File: src/rtl/three_operand_loader.sv
// three_operand_loader
//   Collects three WIDTH-bit operands from one shared valid/ready input bus
//   and presents them in parallel on a/b/c. The outputs stay stable with
//   ops_valid high until the downstream adder returns ops_ack.
//
//   Optional feature (macro LOADER_TIMEOUT_EN): a partial load that stalls
//   in S_B or S_C for TIMEOUT_CYCLES consecutive edges is aborted. The
//   operands are zeroed and timeout_err pulses for one cycle. Without the
//   macro, no counter is built and a partial load waits indefinitely.

module three_operand_loader #(
  parameter int WIDTH          = 8,
  parameter int TIMEOUT_CYCLES = 255
) (
  input  logic             clk,
  input  logic             reset,
  input  logic [WIDTH-1:0] din,
  input  logic             din_valid,
  output logic             din_ready,
  input  logic             clear,
  output logic [WIDTH-1:0] a,
  output logic [WIDTH-1:0] b,
  output logic [WIDTH-1:0] c,
  output logic             ops_valid,
  input  logic             ops_ack,
  output logic [1:0]       load_count,
  output logic             timeout_err
);

  // The encoding is visible on load_count, so the values are fixed.
  typedef enum logic [1:0] {
    S_A    = 2'd0,
    S_B    = 2'd1,
    S_C    = 2'd2,
    S_FULL = 2'd3
  } state_t;

  state_t state;
  state_t state_nxt;

  logic xfer;      // a din transfer happens on this edge
  logic load_a;
  logic load_b;
  logic load_c;
  logic zero_ops;  // clear or timeout: drop the partial load
  logic tmo_fire;  // timeout abort on this edge

  // Fail elaboration if the stall limit is meaningless.
  if (TIMEOUT_CYCLES < 1) begin : g_bad_timeout
    $error("three_operand_loader: TIMEOUT_CYCLES must be >= 1");
  end

  // Handshake outputs come from the state register only. There is no
  // combinational path from din_valid to din_ready.
  assign din_ready  = (state != S_FULL);
  assign ops_valid  = (state == S_FULL);
  assign load_count = state;
  assign xfer       = din_valid && din_ready;

`ifdef LOADER_TIMEOUT_EN
  localparam int CNT_W = $clog2(TIMEOUT_CYCLES + 1);

  logic [CNT_W-1:0] stall_cnt;
  logic             stalling;

  // Stalled means: mid-load, no transfer, and no clear on this edge.
  // Every way of leaving S_B/S_C is a transfer, a clear or a timeout, so
  // clearing the count on those events also clears it on every state change.
  assign stalling = ((state == S_B) || (state == S_C)) && !xfer && !clear;

  // The count holds the number of stalled edges already seen. The edge that
  // finds TIMEOUT_CYCLES-1 is therefore the TIMEOUT_CYCLES-th stalled edge.
  assign tmo_fire = stalling && (stall_cnt == CNT_W'(TIMEOUT_CYCLES - 1));

  // Count consecutive stalled edges. Restart from zero on anything else.
  always_ff @(posedge clk or posedge reset) begin
    if (reset) begin
      stall_cnt <= '0;
    end else if (stalling && !tmo_fire) begin
      stall_cnt <= stall_cnt + 1'b1;
    end else begin
      stall_cnt <= '0;
    end
  end

  // Register the abort so the error pulse lands in the cycle after the edge.
  always_ff @(posedge clk or posedge reset) begin
    if (reset) begin
      timeout_err <= 1'b0;
    end else begin
      timeout_err <= tmo_fire;
    end
  end
`else
  assign tmo_fire    = 1'b0;
  assign timeout_err = 1'b0;
`endif

  // State register.
  // NOTE: sequential state uses non-blocking (<=) so that every flop samples
  // pre-edge values. Blocking here would create ordering-dependent races.
  always_ff @(posedge clk or posedge reset) begin
    if (reset) begin
      state <= S_A;
    end else begin
      state <= state_nxt;
    end
  end

  // Next-state and load-enable decode. clear beats timeout, and timeout beats
  // normal sequencing. A transfer on the timeout edge never fires, because a
  // transfer means the loader is not stalling.
  always_comb begin
    // NOTE: every output of this block gets a default first, so no path
    // leaves a value unassigned. An unassigned path would infer a latch.
    state_nxt = state;
    load_a    = 1'b0;
    load_b    = 1'b0;
    load_c    = 1'b0;
    zero_ops  = 1'b0;

    if (clear || tmo_fire) begin
      state_nxt = S_A;
      zero_ops  = 1'b1;
    end else begin
      unique case (state)
        S_A: if (xfer) begin
          load_a    = 1'b1;
          state_nxt = S_B;
        end
        S_B: if (xfer) begin
          load_b    = 1'b1;
          state_nxt = S_C;
        end
        S_C: if (xfer) begin
          load_c    = 1'b1;
          state_nxt = S_FULL;
        end
        S_FULL: if (ops_ack) begin
          state_nxt = S_A;
        end
        default: state_nxt = S_A;
      endcase
    end
  end

  // Operand registers. They hold unless loaded or zeroed, which keeps them
  // frozen in S_FULL and after ack until the next load overwrites them.
  always_ff @(posedge clk or posedge reset) begin
    if (reset) begin
      // NOTE: the operand registers are only three words of flops, not a
      // memory. They get a real reset, so a/b/c read 0 out of reset.
      a <= '0;
      b <= '0;
      c <= '0;
    end else if (zero_ops) begin
      a <= '0;
      b <= '0;
      c <= '0;
    end else begin
      if (load_a) a <= din;
      if (load_b) b <= din;
      if (load_c) c <= din;
    end
  end

endmodule

File: config.mk
export PLATFORM = sky130hd
export DESIGN_NAME = three_operand_loader
export DESIGN_NICKNAME = d
export VERILOG_FILES = /design/src/rtl/three_operand_loader.sv
export SDC_FILE = /design/constraint.sdc
export NUM_CORES = 1
export LEC_CHECK = 0
export BUFFER_PORTS_ARGS = -buffer_cell sky130_fd_sc_hd__buf_2
export CAP_MARGIN = 20
export CORE_MARGIN = 10
export CORE_UTILIZATION = 52
export CTS_CLUSTER_DIAMETER = 30
export DETAILED_ROUTE_END_ITERATION = 10
export GPL_TIMING_DRIVEN = 0
export PLACE_DENSITY = 0.82
export SYNTH_ARGS = -nofsm -noshare
export SYNTH_HDL_FRONTEND = slang
export SYNTH_SLANG_ARGS = --single-unit
File: constraint.sdc
create_clock -name clk -period 4.4 [get_ports clk]
set_input_delay 0.66 -clock clk [delete_from_list [all_inputs] [get_ports clk]]
set_output_delay 0.66 -clock clk [all_outputs]
set_load 0.03 [all_outputs]
# Yosys cells after proc, flatten, opt, wreduce, memory -nomap -nowiden
# Cells that the tools add are included.
[op_classes]
mux = 20
n_reduce_logical = 6
eq_ne = 8
[ops]
columns = ["cell", "n"]
rows = [
  ["$mux 8", 6],
  ["$mux 2", 5],
  ["$ne 3x3->1 const B", 3],
  ["$mux 1", 8],
  ["$pmux 2 s4", 1],
  ["$reduce_bool 2->1", 3],
  ["$eq 2x2->1 const B", 2],
  ["$reduce_and 4->1", 1],
  ["$ne 3x2->1 const B", 1],
  ["$eq 2x1->1 const B", 1],
  ["$logic_not 2->1", 1],
  ["$ne 2x2->1 const B", 1],
  ["$logic_and 1x1->1", 1],
]
[totals]
ff_bits = 26
output_inout_bits = 29
wordCells = 38
in_bits = 13

# Longest topological paths before layout
# Gate-level depths: netlist (run 1).
[depth]
word_depth = 7
ltp_mapped = 5
ltp_nobuf = 5

# Least setup slack after synthesis (run 1)
# No wires, ideal clock.
[synth_path]
kind = "register to register"
start = "register state[1] (netlist: load_count[1])"
end = "register a[0]"
path_slack_ns = 2.446
period_less_slack_ns = 1.954
required_time_ns = 4.275
arrival_ns = 1.829
path_buffers = 1
path_stages_with_launch = 6
path_cell_list = "dfrtp_1 -> ha_1 -> nor2b_4 -> buf_6 -> a21oi_4 -> mux2_2"
[synth_between]
elab_chain_len = 6
word_cells_on_any_way = 7
cone_classes = "eq/ne (1); mux (3); reduce/logical (3)"
[synth_rtl]
columns = ["element", "line_no", "source"]
rows = [
  ["from (decl)", "38", "state_t state;"],
  ["from (signal assigned)", "106", "state <= state_nxt;"],
  ["$ne 2x2->1", "55", "assign din_ready = (state != S_FULL);"],
  ["$logic_and 1x1->1", "58", "assign xfer = din_valid && din_ready;"],
  ["$mux 1", "127", "S_A: if (xfer) begin"],
  ["$mux 1 *", "126", "unique case (state)"],
  ["$mux 1 *", "122", "if (clear || tmo_fire) begin"],
  ["$reduce_bool 2->1 (no line) *", "--", ""],
  ["to (signal assigned)", "161", "if (load_a) a <= din;"],
  ["to (decl)", "21", "output logic [WIDTH-1:0] a,"],
]
# Every way passes the cells marked *; elsewhere a longest branch is shown, timed or not.
# A chain may end at the register's enable or synchronous reset.

# Worst setup path in the final report (run 1)
[layout_path]
start = "register state[0] (netlist: load_count[0])"
end = "output ops_valid"
[layout_between]
elab_chain_len = 1
[layout_rtl]
columns = ["element", "line_no", "source"]
rows = [
  ["$eq 2x2->1", "56", "assign ops_valid = (state == S_FULL);"],
  ["to (decl)", "24", "output logic ops_valid,"],
]
# No other way between the ends.

==> results of run 1 <==
[cells by family (layout without fill, tap and decap cells)]
| logic type | count (synthesis) | in the layout | synth area share, % |
|---|---|---|---|
| adders and majority gates | 5 | 5 | 5.12 |
| AOI/OAI and AO/OA | 7 | 7 | 6.86 |
| muxes | 24 | 24 | 22.1 |
| buffers and inverters | 8 | 52 | 3.99 |
| and+or+nand+nor | 15 | 15 | 8.39 |
| other | 1 | 1 | 0.307 |
| DFF | 26 | 26 | 53.2 |
[final cells by class]
type,instances,area (sq um)
clock buffer,4,36.3
sequential,26,651
fill,173,739
timing repair buffer,40,200
tap,28,35.0
inverter,5,18.8
multi-input combinational,52,523
buffer,3,30.0
[power by group through the flow]
stage / Clock (mW) / Sequential (mW) / Combinational (mW)
6_report: 0.120 / 0.317 / 0.346
5_1_grt: 0.127 / 0.326 / 0.375
4_1_cts: 0.121 / 0.318 / 0.352
3_5_place_dp: 0 / 0.324 / 0.352
3_3_place_gp: 0 / 0.320 / 0.341
2_1_floorplan: 0 / 0.416 / 0.160
[cell usage after synthesis]
cell	number	area share, %
a21oi_4	3	4.0
buf_4	1	0.61
buf_6	2	1.8
conb_1	1	0.31
dfrtp_1	26	53
ha_1	5	5.1
inv_1	5	1.5
mux2_1	2	1.8
mux2_2	22	20
nand2b_1	1	0.51
nand4_1	2	1.0
nor2b_1	8	4.1
nor2b_4	1	1.1
nor3_1	1	0.41
o2111ai_1	2	1.4
o311ai_1	2	1.4
or2b_2	1	0.72
or3_1	1	0.51
[path summary, 6_finish.rpt]
| check | slack (ns) | start | depth (start not counted) | end |
|---|---|---|---|---|
| worst max-delay path | 2.45 | load_count[0] | 2 | ops_valid |
| worst min-delay path | 0.52 | c[7] | 1 | c[7] |
| worst max register to register | 2.67 | load_count[0] | 5 | a[0] |
| worst min register to register | 0.52 | c[7] | 1 | c[7] |
| max in group asynchronous | 3.29 | reset | 2 | a[0] |
| min in group asynchronous | 0.53 | reset | 2 | b[3] |
[flip-flops by register name (all words and copies together), names as in the netlist]
signal and flops:
a 8, b 8, c 8, load_count 2
[metal layers]
metal	global-route usage (%)	routed length, um
met4	5.28	43
met2	21.4	1330
met1	13.3	1030
met5	0	0
met3	4.08	221
==> metrics.yaml, run 1 <==
status: "complete, no violations"
layoutNonFillerInstCount: 158
cts_buffer_depth: 2
post-route-drc-count: 0
clock-sinks: 26
routed_wl_um: 2630
layout_common_cells: "buf_2 (40), dfrtp_1 (26), mux2_2 (22), nor2b_1 (8)"
postCtsSetupRepairBufs: 0
report.final.setup_viol: 0
route.vias.total: 823
timing.slew.headroom_pct: 36.2
crit_arrival_ns: 1.29
power_frac_comb_pct: 44.2
ctsHtreeMaxLevel: 1
fin_setup_tns_ns: 0
period_share_pct: 44.3
synth_seq_area_share_pct: 53.2
globalplace.congestion: 0.750
critPathKind: "reg -> out"
num_antenna_cells: 0
viasPerCell: 5.21
syn-cell-area_sq_um: 1220
synth_cells: 86
cp_max_fo: 6
io_buffers: 40
critPathTopFamily: "flip-flops"
worst_clock_skew_ns: 0.0105
grt_pass1_vias: 910
final_common_cell: "buf_2"
swShare_pct: 41.2
hold_path.class: "reg -> reg"
slowest_delay_ns: 0.47
drive_gt1_share_pct: 56.9
finalPower_uw: 784
timing.critical_path.buf_inv: 1
die_width_um: 68.5
clk_pin_slew_ns: 0.14
power_frac_seq_pct: 40.4
core_area_sq_um: 2230
dr.first_iter.drc_count: 11
ys_ff_latch: 26
cts_tree: "done"
maxCapViolations: 0
die_y_um: 68.5
antenna_found_initial: 0
p_switching_uw: 323
final_cell_area_sq_um: 1490
ir_drop_uv: 377
fin_util_pct: 66.9
finalHoldViolations: 0
synth_warnings: 0
synthToLayoutAreaGrowth_pct: 22.2
rsz0062_at_grt: "no"
rows: 17
dr.pass1.iters: 4
drv_slew: 0
pre_cts_ws_ns: 2.55
syn_nets: 104
grt_pass1_wl_um: 4330
overflow: 0
place_inst: 154
layout_setup_ws_ns: 2.45
ys_types: 18
start_util_pct: 54.7
p_per_area_nw_per_um2: 525
startpoint_type: "register"
p_int_uw: 461
timing.hold.ws_ns: 0.517
post_cts_resized: 0
end_kind: "output pin"
worstMarginPinSlew_ns: 0.956
ant_nets: 0
fin_nets: 149
p_leak_nw: 0.780
root_buffer: "clkbuf_4"
cts_buffers: 3
power_frac_clock_pct: 15.4
critPathRequiredTime_ns: 3.74
worstSkewPairLatency_ns: 0.33
grt_max_degree: 27
avgRoutedWirePerCell_um: 16.7
crit_chain: "ha_1 -> buf_2"
grtUsageTotal_pct: 12.3
dieArea_sq_um: 4690
postPlaceCellArea_sq_um: 1460
dp_hpwl_um: 2130
slowest_stage: "dfrtp_1"
ios: 42
avgSynthCellArea_sq_um: 14.2
cts_hold_buf: 0
min_period_ns: 1.95
timing.fmax_ghz: 0.513
(Power assumes the default switching activity.)
==> inputs of run 2 (changes only) <==
Settings changed: CORE_UTILIZATION 52 to 44, PLACE_DENSITY 0.82 to 0.74.
Clock period 4.4 ns to 1.7 ns, I/O delays scaled along.
==> run 2 against run 1 <==
Sequential power increased to 2.7 times the previous value. Total power increased to 2.6 times the previous value. Sequential share of layout area down 1.1 points. Clock-buffer cell count did not move. Global-route usage fell by 1.8 points. First-iteration DRC count grew to 2.6 times the previous value. Critical path depth rose by 3. Routed wire length rose by 3.6%. Highest routed layer unchanged. Die area rose by 13%. Critical endpoint is now c[7].
==> metrics.yaml, run 2 (synthesized netlist as in run 1, its figures left out) <==
route.vias.total: 817  # -0.73%
viasPerCell: 4.98  # -4.4%
rsz0062_at_grt: "no"
dr.pass1.iters: 4  # unchanged
core_area_sq_um: 2710  # +21%
worstSkewPairLatency_ns: 0.32  # about the same
routed_wl_um: 2730  # +3.6%
power_frac_comb_pct: 46.2  # +2.0 points
fill_cells: 241  # +39%
fin_setup_tns_ns: 0  # unchanged
grtUsageTotal_pct: 10.5  # -1.8 points
layout_common_cells: "buf_2 (40), dfrtp_1 (24), mux2_2 (22), nor2b_1 (8), inv_1 (5)"
grt_max_degree: 27  # unchanged
post-route-drc-count: 0  # unchanged
power_frac_clock_pct: 12.6  # -2.8 points
p_int_mw: 1.19  # +160%
fin_nets: 152  # +2.0%
p_per_area_nw_per_um2: 1330  # +150%
maxCapViolations: 0  # unchanged
status: "complete, no violations"
globalplace.congestion: 0.791  # +5.4%
clock-sinks: 26  # unchanged
p_leak_nw: 0.789  # +1.1%
io_buffers: 40  # unchanged
crit_arrival_ns: 1.83  # +0.54 ns
grt_pass1_vias: 953  # +4.7%
synthToLayoutAreaGrowth_pct: 25.8
drv_slew: 0  # unchanged
dp_hpwl_um: 2110  # -1.2%
cts_tree: "done"
finalHoldViolations: 0  # unchanged
period_share_pct: 95.2
grt_pass1_wl_um: 4430  # +2.4%
overflow: 0  # unchanged
layout_setup_ws_ns: 0.0811  # -2.37 ns
swShare_pct: 41.7  # +0.53 points
worstMarginPinSlew_ns: 0.950  # -0.00656 ns
dieArea_sq_um: 5290  # +13%
cts_buffers: 3  # unchanged
antenna_found_initial: 0  # unchanged
drive_gt1_share_pct: 59.4  # +2.5 points
num_antenna_cells: 0  # unchanged
dr.first_iter.drc_count: 29  # +18
report.final.setup_viol: 0  # unchanged
power_frac_seq_pct: 41.2  # +0.8 points
ctsHtreeMaxLevel: 1  # unchanged
pre_cts_ws_ns: 0.0501  # -2.50 ns
start_util_pct: 45.1  # -9.6 points
ir_drop_uv: 858  # +130%
worst_clock_skew_ns: 0.00919  # -0.00135 ns
critPathRequiredTime_ns: 1.91  # -1.83 ns
final_common_cell: "buf_2"
cts_buffer_depth: 2  # unchanged
min_period_ns: 1.62
rows: 19  # +2
p_switching_uw: 854  # +160%
critPathKind: "reg -> reg"
die_width_um: 72.7  # +6.2%
top_regs: "a x8, b x8, c x8"
root_buffer: "clkbuf_4"
ios: 42  # unchanged
clk_pin_slew_ns: 0.13  # about the same
cts_hold_buf: 0  # unchanged
timing.slew.headroom_pct: 36.6  # +0.44 points
avgRoutedWirePerCell_um: 16.6  # -0.18%
die_y_um: 72.7  # +6.2%
ant_nets: 0  # unchanged
cp_max_fo: 8  # +2
fin_util_pct: 56.7  # -10 points
hold_path.class: "in -> async"
end_kind: "register"
post_cts_resized: 0  # unchanged
timing.fmax_ghz: 0.618
startpoint_type: "register"
## run 2: power by group through the flow
stage / registers (mW) / clock network, mW / logic [mW]
finish: 0.843 / 0.259 / 0.945
global route: 0.864 / 0.300 / 1.01
CTS: 0.844 / 0.272 / 0.919
detailed placement: 0.854 / 0 / 0.920
global placement: 0.844 / 0 / 0.892
floorplan: 1.09 / 0 / 0.421
## run 2: repair_timing
item	CTS	global route
buffers inserted	0	3
endpoints found under the setup margin	0	16
endpoints found under the hold margin	0	0
## run 2: area by class of cell
type	count	area, sq um	share of cell area, %
flip-flops and latches	26	653	42.5
multi-input cells	52	536	34.8
repair buffers	43	235	15.3
well taps	31	38.8	2.52
plain buffers	3	30.0	1.95
clock buffers	4	26.3	1.71
inverters	5	18.8	1.22
## run 2: metal layers
metal	routed length (um)	up-vias	GRT usage [%]	part of all wire [%]
li1	-	390	-	-
met1	1130	387	12.1	41
met2	1300	35	16.2	48
met3	247	5	4.49	9.1
met4	51	0	5.70	1.9
met5	0	-	0	0
## run 2: worst max-delay path, cell delays in order, from the launching register on
cell and delay [ns]:
dfrtp_2 0.47, inv_1 0.11, ha_1 0.27, a21oi_4 0.19, buf_12 0.14, mux2_2 0.33
## run 2: final timing paths
check                           slack, ns       endpoint  cells past startpoint          start
max in group asynchronous            0.94  load_count[1]                      2          reset
min in group clk                     0.33  load_count[1]                      3        ops_ack
worst max register to register       0.08           c[7]                      5  load_count[0]
worst min register to register       0.50           b[7]                      1           b[7]
worst max-delay path                 0.08           c[7]                      5  load_count[0]
worst min-delay path                 0.13  load_count[0]                      2          reset
## run 2: through the flow
step,cell area (sq um),instances,hold slack (ns),power [mW]
final,1540,164,0.128,2.05
after global routing,1540,164,0.195,2.17
after CTS,1500,161,0.163,2.04
after detailed placement,1480,157,0.475,1.77
after global placement,1480,157,0.471,1.74
after floorplan,1240,86,0.295,1.51
